`src/rtl/seq_right_shifter_pkg.sv`:
```
// Shared constants and state encoding for the
// multi-cycle right shifter.
package seq_right_shifter_pkg;

    localparam int DATA_WIDTH  = 32;
    localparam int SHAMT_WIDTH = 5;
    localparam int BIG_STEP    = 4;

    typedef enum logic [1:0] {
        IDLE  = 2'b00,
        SHIFT = 2'b01,
        DONE  = 2'b10
    } state_t;

endpackage

```
`src/rtl/seq_right_shifter_if.sv`:
```
// Start/busy/done handshake and operand bus
// between the ALU controller and the shifter.
interface seq_right_shifter_if;
    import seq_right_shifter_pkg::*;

    logic                   start;
    logic                   arith;
    logic [DATA_WIDTH-1:0]  data_in;
    logic [SHAMT_WIDTH-1:0] shamt;
    logic                   busy;
    logic                   done;
    logic [DATA_WIDTH-1:0]  result_out;

    modport master (
        output start,
        output arith,
        output data_in,
        output shamt,
        input  busy,
        input  done,
        input  result_out
    );

    modport slave (
        input  start,
        input  arith,
        input  data_in,
        input  shamt,
        output busy,
        output done,
        output result_out
    );

endinterface

```
`src/rtl/right_shift_step.sv`:
```
// One combinational step: shift right by BIG_STEP
// or by one, replicating the fill bit.
module right_shift_step #(
    parameter int DATA_WIDTH = 32,
    parameter int BIG_STEP   = 4
) (
    input  logic [DATA_WIDTH-1:0] i_value,
    input  logic                  i_fill,
    input  logic                  i_big,
    output logic [DATA_WIDTH-1:0] o_value
);

    logic [DATA_WIDTH-1:0] w_big_val;
    logic [DATA_WIDTH-1:0] w_one_val;
    logic                  w_unused_lsb;

    assign w_big_val = {{BIG_STEP{i_fill}},
                        i_value[DATA_WIDTH-1:BIG_STEP]};
    assign w_one_val = {i_fill, i_value[DATA_WIDTH-1:1]};

    // bit 0 always falls off the end
    assign w_unused_lsb = i_value[0];

    assign o_value = i_big ? w_big_val : w_one_val;

endmodule

```
`src/rtl/seq_right_shifter.sv`:
```
// Multi-cycle SRL/SRA shifter: big steps while the
// remaining count allows, then single-bit steps.
import seq_right_shifter_pkg::*;

module seq_right_shifter (
    input logic              Clk,
    input logic              Reset,
    seq_right_shifter_if.slave bus
);

    state_t                 r_state;
    logic [DATA_WIDTH-1:0]  r_work;
    logic [SHAMT_WIDTH-1:0] r_rem;
    logic                   r_fill;
    logic [DATA_WIDTH-1:0]  r_result;
    logic                   r_done;
    logic                   r_busy;

    logic                   w_big;
    logic [SHAMT_WIDTH-1:0] w_dec;
    logic [DATA_WIDTH-1:0]  w_next_work;

    assign w_big = (r_rem >= SHAMT_WIDTH'(BIG_STEP));
    assign w_dec = w_big ? SHAMT_WIDTH'(BIG_STEP)
                         : SHAMT_WIDTH'(1);

    right_shift_step #(
        .DATA_WIDTH (DATA_WIDTH),
        .BIG_STEP   (BIG_STEP)
    ) u_step (
        .i_value (r_work),
        .i_fill  (r_fill),
        .i_big   (w_big),
        .o_value (w_next_work)
    );

    always_ff @(posedge Clk or posedge Reset) begin
        if (Reset) begin
            r_state  <= IDLE;
            r_work   <= '0;
            r_rem    <= '0;
            r_fill   <= 1'b0;
            r_result <= '0;
            r_done   <= 1'b0;
            r_busy   <= 1'b0;
        end else begin
            unique case (r_state)
                IDLE: begin
                    r_done <= 1'b0;
                    if (bus.start) begin
                        r_work  <= bus.data_in;
                        r_rem   <= bus.shamt;
                        r_fill  <= bus.arith &
                                   bus.data_in[DATA_WIDTH-1];
                        r_state <= SHIFT;
                        r_busy  <= 1'b1;
                    end
                end
                SHIFT: begin
                    if (r_rem == '0) begin
                        r_result <= r_work;
                        r_done   <= 1'b1;
                        r_state  <= DONE;
                    end else begin
                        r_work <= w_next_work;
                        r_rem  <= r_rem - w_dec;
                    end
                end
                DONE: begin
                    r_done  <= 1'b0;
                    r_busy  <= 1'b0;
                    r_state <= IDLE;
                end
                default: begin
                    r_done  <= 1'b0;
                    r_busy  <= 1'b0;
                    r_state <= IDLE;
                end
            endcase
        end
    end

    assign bus.busy       = r_busy;
    assign bus.done       = r_done;
    assign bus.result_out = r_result;

endmodule

```
`src/flat_wrapper.sv`:
```
// flat-port wrapper written by rule: the top's interface ports become plain ports
module seq_right_shifter_flat 
  (Clk, Reset, bus_start, bus_arith, bus_data_in, bus_shamt, bus_busy, bus_done, bus_result_out);
  seq_right_shifter_if bus_i ();
  input logic Clk;
  input logic Reset;
  input wire logic [$bits(bus_i.start)-1:0] bus_start;
  input wire logic [$bits(bus_i.arith)-1:0] bus_arith;
  input wire logic [$bits(bus_i.data_in)-1:0] bus_data_in;
  input wire logic [$bits(bus_i.shamt)-1:0] bus_shamt;
  output wire logic [$bits(bus_i.busy)-1:0] bus_busy;
  output wire logic [$bits(bus_i.done)-1:0] bus_done;
  output wire logic [$bits(bus_i.result_out)-1:0] bus_result_out;
  assign bus_i.start = bus_start;
  assign bus_i.arith = bus_arith;
  assign bus_i.data_in = bus_data_in;
  assign bus_i.shamt = bus_shamt;
  assign bus_busy = bus_i.busy;
  assign bus_done = bus_i.done;
  assign bus_result_out = bus_i.result_out;
  seq_right_shifter u_core (.Clk(Clk), .Reset(Reset), .bus(bus_i));
endmodule
```
`config.mk`:
```
export PLATFORM = sky130hd
export DESIGN_NAME = seq_right_shifter_flat
export DESIGN_NICKNAME = d
export VERILOG_FILES = /design/src/rtl/seq_right_shifter_pkg.sv /design/src/rtl/seq_right_shifter_if.sv /design/src/rtl/right_shift_step.sv /design/src/rtl/seq_right_shifter.sv /design/src/flat_wrapper.sv
export SDC_FILE = /design/constraint.sdc
export NUM_CORES = 1
export LEC_CHECK = 0
export CAP_MARGIN = 40
export CELL_PAD_IN_SITES_DETAIL_PLACEMENT = 1
export CELL_PAD_IN_SITES_GLOBAL_PLACEMENT = 2
export CORE_MARGIN = 2
export CORE_UTILIZATION = 34
export DETAILED_ROUTE_END_ITERATION = 10
export PLACE_DENSITY_LB_ADDON = 0.1
export RECOVER_POWER = 100
export SLEW_MARGIN = 20
export SYNTH_ARGS = -nofsm -noshare
export SYNTH_HDL_FRONTEND = slang
export SYNTH_SLANG_ARGS = --single-unit
```
`constraint.sdc`:
```
create_clock -name Clk -period 3.21 [get_ports Clk]
set_clock_uncertainty 0.1 [all_clocks]
set_input_delay 0.642 -clock Clk [delete_from_list [all_inputs] [get_ports Clk]]
set_output_delay 0.642 -clock Clk [all_outputs]
set_load 0.02 [all_outputs]
```
==> impl_metrics.yaml, run 1 <==
global_route:
  first_global_vias: 2718
  grt_overflow: 0
  grt_pass1_wl_um: 14200
  grt_max_degree: 63
  grt_usage: 0.159
  antenna_found_initial: 0
die:
  die-width_um: 108
  fp.dieH_um: 108
  start_util: 0.353
  coreArea_mm2: 0.0104
  fp-row-count: 37
  pin_count: 75
  dieArea_mm2: 0.0116
routing:
  drt_drc_violations_left: 0
  drtPass1Iterations: 4
  viasPerCell: 5.00
  vias: 2580
  wl_per_cell_um: 16.8
  drt_iter0_markers: 75
  drt-total-wl_um: 8670
  ant_nets: 0
critical_path:
  crit_path_max_fanout: 43
  worstRegToRegCells: 6
  cp.required_ns: 3.34
  end_kind: "flip-flop"
  path_class: "flip-flop to flip-flop"
  crit_path_start_kind: "flip-flop"
  cp.arrival_ns: 2.80
sta:
  final.setup.tns_ns: 0
  post-route-min-period_ns: 2.66
  period_share: 0.830
  max_slew_margin: 0.377
  maxSlewViolCount: 0
  max_clock_freq_mhz: 375
  finalHoldViolCount: 0
  setup_viol: 0
  rsz0062_at_grt: "false"
  worst_pin_slew_ns: 0.934
placed_design:
  placed_area_mm2: 0.00452
  portBuffers: 74
  dp_hpwl_um: 6060
  place.gp.congestion: 0.713
logic_synthesis:
  async_reset_ff_frac: 1.00
  synth_nets: 349
  ys.flop_type: "dfrtp_1"
  synth_cells: 305
  yosysWarnings: 0
  synth_edf_count: 0
  ys_seq_elements: 74
  syn_area_per_cell_um2: 12.0
  ys_seq_area_frac: 0.507
  synth_area_mm2: 0.00366
  ys_types: 31
finish:
  final-seq-area_mm2: 0.00185
  layout_common_cells: "dfrtp_1 (74), nor2_1 (38), clkdlybuf4s50_1 (38), dlygate4sd3_1 (36), a211oi_1 (33)"
  final_common_cell: "dfrtp_1"
  area_delta_synth_final_pct: 27.3
  diodes: 0
  stdcell_area_mm2: 0.00465
  nets: 419
  fillers: 1145
  multi_input_area_mm2: 0.00153
  layout-drive-gt1-share: 0.0711
clock_tree:
  cts_tree: "yes"
  htreeDepth: 3
  clkLatencyLatePin_ns: 0.34
  cts_sinks: 74
  cts.clk_slew.worst_paths_ns: 0.09
  cts-root-buf: "clkbuf_8"
  post_cts_resized: 0
  holdBufCountCts: 0
  clock_path_buffers: 2
  post_cts_buffers: 0
  cts_inserted_buffers: 9
hold_path:
  min_path_type: "flip-flop to flip-flop"
  hold_depth: 1
pwr:
  powerDensity_mw_per_mm2: 1070
  power.total_uw: 5000
  max-vdd-ir-drop_mv: 0.326
  p_leak_uw: 0.00232
status:
  status: "complete, no violations"
run:
  cap_violations: 0
## state kept, by name, summed over array words and instances, names as in the netlist
| name | count |
|---|---|
| u_core.r_state | 2 |
| u_core.bus.result_out | 32 |
| u_core.r_rem | 5 |
| u_core.bus.done | 1 |
| u_core.r_work | 32 |
| u_core.r_fill | 1 |
| u_core.bus.busy | 1 |
## worst max-delay path, stage by stage (launching register included)
cell and delay, ns:
dfrtp_1 0.41, or3_1 0.57, inv_2 0.26, a311o_2 0.64, buf_12 0.29, a211oi_1 0.07, a21o_1 0.18
## metal layers
| metal | wire [um] | share of wire | track usage |
|---|---|---|---|
| met1 | 4300 | 0.50 | 0.219 |
| met2 | 3980 | 0.46 | 0.249 |
| met3 | 259 | 0.030 | 0.0278 |
| met4 | 122 | 0.014 | 0.0577 |
| met5 | 0 | 0 | 0 |
## synth_stat cells, types with 4 or more instances
library cell	instances	area, um^2
buf_4	4	30.0
a21o_1	29	218
dfrtp_1	74	1850
nor2_1	38	143
inv_1	7	26.3
buf_2	7	35.0
nand2_1	7	26.3
o31ai_1	4	30.0
mux2i_1	29	290
clkbuf_1	7	26.3
buf_6	4	45.0
a21oi_1	5	25.0
a211oi_1	33	248
mux2_4	29	435
## power by group
group          switching (uW)  total [uW]  internal (uW)
Combinational            1120        2220           1100
Clock                     355        1030            675
Sequential                354        1740           1390
Total                    1830        5000           3170
## stage by stage
step,hold slack (ns),instances,setup WS (ns),util
5_1_grt,0.407,516,0.388,0.449
6_report,0.388,516,0.545,0.449
3_5_place_dp,0.381,500,0.566,0.436
2_1_floorplan,0.350,305,0.586,-
3_3_place_gp,0.374,500,0.611,0.436
4_1_cts,0.401,516,0.649,0.463
## logic make-up after synthesis
| group | count (synthesis) | synth area share |
|---|---|---|
| AOI/OAI and AO/OA | 80 | 0.160 |
| DFF | 74 | 0.507 |
| muxes | 61 | 0.208 |
| and+or+nand+nor | 57 | 0.0702 |
| buffers and inverters | 30 | 0.0455 |
| adders and majority gates | 3 | 0.0103 |
## worst paths after layout
kind / start / end / slack (ns)
worst max-delay path: u_core.r_rem[3] / u_core.r_work[10] / 0.55
worst min-delay path: u_core.r_work[0] / u_core.r_work[0] / 0.39
worst max register to register: u_core.r_rem[3] / u_core.r_work[10] / 0.55
worst min register to register: u_core.r_work[0] / u_core.r_work[0] / 0.39
max in group asynchronous: Reset / u_core.r_work[3] / 0.92
min in group asynchronous: Reset / u_core.bus.result_out[24] / 0.73
## layout make-up
type,instances,area share
tap,136,0.0366
clock inverter,5,0.0323
multi-input combinational,201,0.328
inverter,8,0.00645
timing repair buffer,81,0.171
clock buffer,11,0.0282
sequential,74,0.398
Power figures use the tool's default switching activity.
==> run 2: changes to the inputs <==
--- a/config.mk
+++ b/config.mk
@@ -9,7 +9,7 @@
 export CELL_PAD_IN_SITES_DETAIL_PLACEMENT = 1
 export CELL_PAD_IN_SITES_GLOBAL_PLACEMENT = 2
 export CORE_MARGIN = 2
-export CORE_UTILIZATION = 34
+export CORE_UTILIZATION = 30
 export DETAILED_ROUTE_END_ITERATION = 10
 export PLACE_DENSITY_LB_ADDON = 0.1
 export RECOVER_POWER = 100
==> constraint.sdc (replaced) <==
create_clock -name Clk -period 2.37 [get_ports Clk]
set_clock_uncertainty 0.1 [all_clocks]
set_input_delay 0.474 -clock Clk [delete_from_list [all_inputs] [get_ports Clk]]
set_output_delay 0.474 -clock Clk [all_outputs]
set_load 0.02 [all_outputs]
==> run 2 against run 1 <==
  * Cell area increased by 0.51%
  * Power increased by 33%
  * First-iteration DRC count increased by 8.0%
  * Critical path type unchanged
  * Largest cell class unchanged
==> impl_metrics.yaml, run 2 (same netlist as run 1, synthesis figures left out) <==
routing:
  drtPass1Iterations: 4
  drt_drc_violations_left: 0
  wl_per_cell_um: 16.8
  drt_iter0_markers: 81
  ant_nets: 0
  vias: 2573
  drt-total-wl_um: 8890
  viasPerCell: 4.86
hold_path:
  min_path_type: "flip-flop to flip-flop"
critical_path:
  cp.arrival_ns: 2.32
  crit-reg2reg-launch: "u_core.r_rem[3]"
  crit_start: "u_core.r_rem[3]"
  cp.required_ns: 2.47
  path_class: "flip-flop to flip-flop"
  r2r-end: "u_core.bus.result_out[20]"
  worstRegToRegCells: 5
  ff2ff_setup_slack_ns: 0.16
  end_kind: "flip-flop"
  critPathCapture: "u_core.bus.result_out[20]"
  crit_path_max_fanout: 21
  crit_path_start_kind: "flip-flop"
global_route:
  grt_overflow: 0
  first_global_vias: 2841
  grt_pass1_wl_um: 15200
  grt_max_degree: 75
  grt_usage: 0.149
  antenna_found_initial: 0
clock_tree:
  holdBufCountCts: 0
  clkLatencyLatePin_ns: 0.33
  cts.clk_slew.worst_paths_ns: 0.06
  cts_sinks: 74
  cts_tree: "yes"
  post_cts_buffers: 0
  cts_inserted_buffers: 9
  post_cts_resized: 0
  htreeDepth: 3
  cts-root-buf: "clkbuf_16"
  clock_path_buffers: 2
sta:
  post-route-min-period_ns: 2.21
  max_clock_freq_mhz: 452
  max_slew_margin: 0.296
  worst_pin_slew_ns: 1.06
  finalHoldViolCount: 0
  rsz0062_at_grt: "false"
  maxSlewViolCount: 0
  setup_viol: 0
  final.setup.tns_ns: 0
  period_share: 0.934
finish:
  finalNonFillerCells: 529
  area_delta_synth_final_pct: 28.0
  final_common_cell: "dfrtp_1"
  multi_input_area_mm2: 0.00153
  fillers: 1307
  diodes: 0
  layout_common_cells: "dfrtp_1 (74), nor2_1 (38), clkdlybuf4s50_1 (38), dlygate4sd3_1 (36), a211oi_1 (33)"
  nets: 421
  layout-drive-gt1-share: 0.0838
  final-seq-area_mm2: 0.00185
pwr:
  power.switching_uw: 2540
  combPwrFrac: 0.455
  powerDensity_mw_per_mm2: 1420
  p_leak_uw: 0.00231
  p_sw_frac: 0.383
  seqPwrFrac: 0.359
  pwr-share-clk: 0.186
  p_int_uw: 4110
  max-vdd-ir-drop_mv: 0.447
status:
  status: "complete, no violations"
placed_design:
  place.gp.congestion: 0.702
  portBuffers: 74
  dp_cells: 513
  dp_hpwl_um: 5950
run:
  cap_violations: 0
die:
  coreArea_mm2: 0.0120
  pin_count: 75
  start_util: 0.306
  die-width_um: 114
  fp.dieH_um: 114
  dieArea_mm2: 0.0131
  fp-row-count: 40
run 2: worst max-delay path: stages (launching register included):
cell and delay [ns]:
dfrtp_1 0.41, or3_4 0.44, nor3_1 0.36, nand2_2 0.10, clkbuf_4 0.30, mux2_1 0.37
run 2: layer usage:
layer  track usage  wire length, um  vias to the layer above  part of all wire
met1         0.209             4310                     1279              0.48
met4        0.0415               88                        0            0.0099
met2         0.226             4150                       47              0.47
li1              -                -                     1238                 -
met5             0                0                        -                 0
met3        0.0408              344                        9             0.039
run 2: power groups by stage:
stage | combinational, uW | clock (uW) | sequential (uW)
floorplan | 2140 | 0 | 2600
global placement | 3320 | 0 | 2460
detailed placement | 3390 | 0 | 2470
CTS | 3420 | 1290 | 2460
global route | 3350 | 1350 | 2500
finish | 3020 | 1240 | 2390
run 2: layout make-up:
| type | instances | area share |
|---|---|---|
| flip-flops and latches | 74 | 0.396 |
| multi-input cells | 201 | 0.326 |
| repair buffers | 83 | 0.175 |
| clock buffers | 11 | 0.0497 |
| well taps | 147 | 0.0393 |
| inverters | 8 | 0.00722 |
| clock inverters | 5 | 0.00669 |
run 2: worst min path at each step:
stage | start | to | cells past startpoint
2_1_floorplan | u_core.r_work[0] | u_core.r_work[0] | 1
3_3_place_gp | u_core.r_work[0] | u_core.r_work[0] | 1
3_5_place_dp | u_core.bus.result_out[12] | u_core.bus.result_out[12] | 1
4_1_cts | u_core.r_work[0] | u_core.r_work[0] | 1
5_1_grt | u_core.bus.result_out[18] | u_core.bus.result_out[18] | 1
6_report | u_core.bus.result_out[2] | u_core.bus.result_out[2] | 1
run 2: per-stage QoR:
stage	area (um^2)	total power, uW	hold slack (ns)	setup WS [ns]	util
after global routing	4680	7200	0.400	0.0659	0.391
after CTS	4810	7160	0.411	0.169	0.402
after floorplan	3660	4740	0.350	0.236	-
after global placement	4550	5780	0.385	0.215	0.380
after detailed placement	4550	5860	0.396	0.185	0.380
final	4680	6650	0.386	0.157	0.391
==> variant 1, RTL diff (settings of run 1) <==
`BIG_STEP` is set to 4 in 2 places; all go to 2.
--- a/src/rtl/seq_right_shifter_pkg.sv
+++ b/src/rtl/seq_right_shifter_pkg.sv
@@ -4,7 +4,7 @@
 
     localparam int DATA_WIDTH  = 32;
     localparam int SHAMT_WIDTH = 5;
-    localparam int BIG_STEP    = 4;
+    localparam int BIG_STEP    = 2;
 
     typedef enum logic [1:0] {
         IDLE  = 2'b00,
--- a/src/rtl/right_shift_step.sv
+++ b/src/rtl/right_shift_step.sv
@@ -2,7 +2,7 @@
 // or by one, replicating the fill bit.
 module right_shift_step #(
     parameter int DATA_WIDTH = 32,
-    parameter int BIG_STEP   = 4
+    parameter int BIG_STEP   = 2
 ) (
     input  logic [DATA_WIDTH-1:0] i_value,
     input  logic                  i_fill,
Check against the original RTL: not equivalent (Yosys sat finds a counterexample within 4 cycles, from zero or initial values and one cycle with Reset high).
==> variant 1 against run 1 <==
The run now ends with capacitance limit, slew limit left; critical path depth shrank 1; setup slack lost 0.23 ns; sequential cell count is the same; routed wire length grew 3.5%; area after synthesis shrank 2.3%; sequential share of layout area grew 0.40 points; non-clock buffer count grew 1; design area shrank 0.99%; total power shrank 3.2%; worst hold slack lost 0.0064 ns; core utilization is essentially flat; critical endpoint is now u_core.bus.result_out[20]$_DFFE_PP0P_; largest power group unchanged.
==> variant 1: results (changes against run 1) <==
Synth Area in Adders -> 0.0126 (+0.00234)
Syn Nets -> 409 (+17%)
detailed-route wire length per cell -> 15.7 um (-6.7%)
CP top delay family -> simple AND/OR/NAND/NOR gates
Arrival @ worst endpoint -> 3.03 ns (+0.23 ns)
reg2reg setup slack -> 0.32 ns (-0.23 ns)
number of nets in the layout -> 476 (+14%)
FILL cells -> 1193 (+4.2%)
first-pass GRT wire length -> 15200 um (+7.5%)
crit-path max FO -> 32 (-26%)
sequential area share after synthesis -> 0.518 (+0.0117)
Crit-path slowest cell -> or4_1
crit path launch -> u_core.r_rem[1]$_DFFE_PP0P_
hold path cells -> 2 (+1)
Synth area leaders -> dfrtp_1 (52%), mux2_2 (10%), nand2_1 (10%)
Vias/cell -> 5.03 (+0.52%)
worst reg-to-reg path cell count -> 5 (-1)
Tot GR Track Use -> 0.169 (+0.0107)
failing checks -> capacitance limit, slew limit
hpwl dp -> 5860 um (-3.3%)
Placed Cells -> 557 (+11%)
max-cap violation count -> 1 (+1)
actual slew at the worst max-slew pin -> 1.87 ns (+0.941 ns)
Starting DRT DRC Count -> 103 (+37%)
worst reg2reg endpoint -> u_core.bus.result_out[20]$_DFFE_PP0P_
status -> complete, but fails checks
layout sequential cell count -> 74 (unchanged)
P_int -> 0.00300 W (-5.2%)
power density over cell area -> 1050 nW/um^2 (-2.2%)
vias in the first global route -> 3085 (+14%)
Final Max Tran Viols -> 75 (+75)
Signal buf overhead -> 0.173 (+0.00172)
Post-synth top cells -> nand2_1 (96), dfrtp_1 (74), nor2_1 (37)
GP Congestion -> 0.737 (+3.5%)
Clk network pwr share -> 0.185 (-0.021)
leakage power -> 1.99 nW (-14%)
multiplexer share of the synthesized area -> 0.106 (-0.101)
variant 1: changes by cell type after synthesis, sizes merged, moves of 2 or more:
| cell | delta |
|---|---|
| a21o | -29 |
| o21ai | +32 |
| a211oi | -31 |
| inv | -2 |
| o31ai | -3 |
| nor2b | -2 |
| a31o | +31 |
| nand2 | +88 |
| mux2i | -27 |
| clkbuf | +4 |
variant 1: metrics by stage:
step                setup WS (ns)  hold WS, ns  area [sq um]
floorplan                   0.586        0.344          3570
global placement            0.490        0.373          4400
detailed placement          0.409        0.373          4400
CTS                         0.406        0.391          4640
global route                0.131        0.421          4610
finish                      0.315        0.381          4610
variant 1: layer usage:
metal	share of wire	track usage	routed length, um
met1	0.47	0.218	4230
met2	0.48	0.281	4300
met3	0.031	0.0325	278
met4	0.018	0.0677	162
met5	0	0	0
variant 1: kinds of logic (layout without fill, tap and decap cells):
logic type | Yosys count | in the layout
simple gates | 141 | 141
compound gates | 80 | 80
mux | 34 | 34
fa+ha+maj | 3 | 3
buf+inv | 33 | 104
flops | 74 | 74
==> variant 2, RTL diff (settings of run 1) <==
Made on the original files. Reset style: synchronous (`Reset`), changed in one clocked block.
--- a/src/rtl/seq_right_shifter.sv
+++ b/src/rtl/seq_right_shifter.sv
@@ -34,7 +34,7 @@
         .o_value (w_next_work)
     );
 
-    always_ff @(posedge Clk or posedge Reset) begin
+    always_ff @(posedge Clk) begin
         if (Reset) begin
             r_state  <= IDLE;
             r_work   <= '0;
Behaviour: differs if Reset is asserted again (counterexample within 4 cycles, from zero or initial values and one cycle with Reset high); with Reset held inactive, the same outputs for 10 cycles.
==> variant 2 against run 1 <==
Area after synthesis shrank 9.6%; design area shrank 9.5%; setup slack lost 0.038 ns; sequential cell count is the same; register-to-register slack gained 0.04 ns; global-route usage grew 1.9 points; core utilization grew 0.28 points; non-clock buffer count is the same; critical endpoint is now u_core.r_work[25]$_SDFFE_PP0P_; routed wire length grew 4.0%.
Power is not compared: it rests on default switching activity, and its combinational part moved more than twofold at a synthesized area within 25%.
==> variant 2: results (changes against run 1) <==
sequential area share after synthesis -> 0.448 (-0.0582)
Arrival @ worst endpoint -> 2.88 ns (+0.08 ns)
Hold WS -> 0.353 ns (-0.0343 ns)
reg2reg setup slack -> 0.59 ns (+0.04 ns)
layout cells sized above 1 -> 0.0579 (-0.0131)
Setup Buffers After CTS -> 0 (unchanged)
Tot GR Track Use -> 0.178 (+0.0193)
CP top delay family -> simple AND/OR/NAND/NOR gates
max_slew headroom -> 0.309 (-0.0682)
DR WL met3 -> 266 um (+2.7%)
Max stage delay on crit path -> 0.84 ns (+0.20 ns)
Worst Hold Class -> register to register
pin count of the biggest net entering global routing -> 45 (-29%)
DR WL met2 -> 4020 um (+0.80%)
met1 usage -> 0.252 (+0.0326)
Post-synth top cells -> dfxtp_1 (74), a21oi_1 (73), nand2_1 (70)
M3 GR Usage -> 0.0251 (-0.00276)
vias in the first global route -> 2798 (+2.9%)
hpwl dp -> 6090 um (+0.40%)
FILL cells -> 1102 (-3.8%)
Syn Nets -> 427 (+22%)
Starting DRT DRC Count -> 51 (-32%)
Crit-path slowest cell -> nor2_1
CTS Hold Buffers Added -> 0 (unchanged)
first-pass GRT wire length -> 14600 um (+2.8%)
met1 wire length -> 4620 um (+7.4%)
met2 usage -> 0.273 (+0.0241)
Worst-Skew Late Latency -> 0.35 ns
total CTS buffers -> 9 (unchanged)
crit-path max FO -> 17 (-60%)
Vias/cell -> 5.00 (about the same)
GP Congestion -> 0.763 (+7.1%)
ys async rst share -> 0 (-1.00)
status -> finished clean
Clock Pin Slew Worst Setup and Hold Paths -> 0.08 ns
Synth area leaders -> dfxtp_1 (45%), a21oi_1 (11%), mux2i_1 (8.5%)
post-synth cell types -> 32 (+3.2%)
number of nets in the layout -> 488 (+16%)
final wirelength -> 9020 um (+4.0%)
variant 2: worst paths after layout:
kind / cells past startpoint / end / from
worst max-delay path: 6 / u_core.r_work[25]$_SDFFE_PP0P_ / bus_start
worst min-delay path: 2 / u_core.bus.result_out[2]$_SDFFE_PP0P_ / u_core.bus.result_out[2]$_SDFFE_PP0P_
worst max register to register: 5 / u_core.r_work[25]$_SDFFE_PP0P_ / u_core.r_rem[4]$_SDFFE_PP0P_
worst min register to register: 2 / u_core.bus.result_out[2]$_SDFFE_PP0P_ / u_core.bus.result_out[2]$_SDFFE_PP0P_
variant 2: kinds of logic after synthesis:
logic type | after synthesis | share of synthesized area
flip-flops | 74 | 0.448
AND/OR/NAND/NOR | 127 | 0.162
multiplexers | 28 | 0.0848
buffers and inverters | 33 | 0.0610
adder cells (fa/ha/maj) | 3 | 0.0114
AO/OA/AOI/OAI | 118 | 0.232
variant 2: cell type report:
type | count | area share
repair buffers | 81 | 0.186
multi-input cells | 276 | 0.382
flip-flops and latches | 74 | 0.352
clock buffers | 10 | 0.0303
clock inverters | 6 | 0.0101
inverters | 2 | 0.00178
well taps | 129 | 0.0383
variant 2: power breakdown:
part / internal, W / leakage (nW) / switching, W
Combinational: 0.000383 / 1.02 / 0.000485
Clock: 0.000282 / 0.0827 / 0.000368
Sequential: 0.00104 / 0.605 / 0.000138
variant 2: per-stage QoR:
step / total power (W) / util / std cells / area [sq um] / worst slack, ns
after detailed placement: 0.00210 / 0.436 / 562 / 4070 / 0.572
final: 0.00270 / 0.452 / 578 / 4210 / 0.507
after floorplan: 0.00186 / - / 383 / 3300 / 1.25
after CTS: 0.00276 / 0.454 / 578 / 4240 / 0.820
after global placement: 0.00208 / 0.436 / 562 / 4070 / 0.624
after global routing: 0.00287 / 0.452 / 578 / 4210 / 0.369
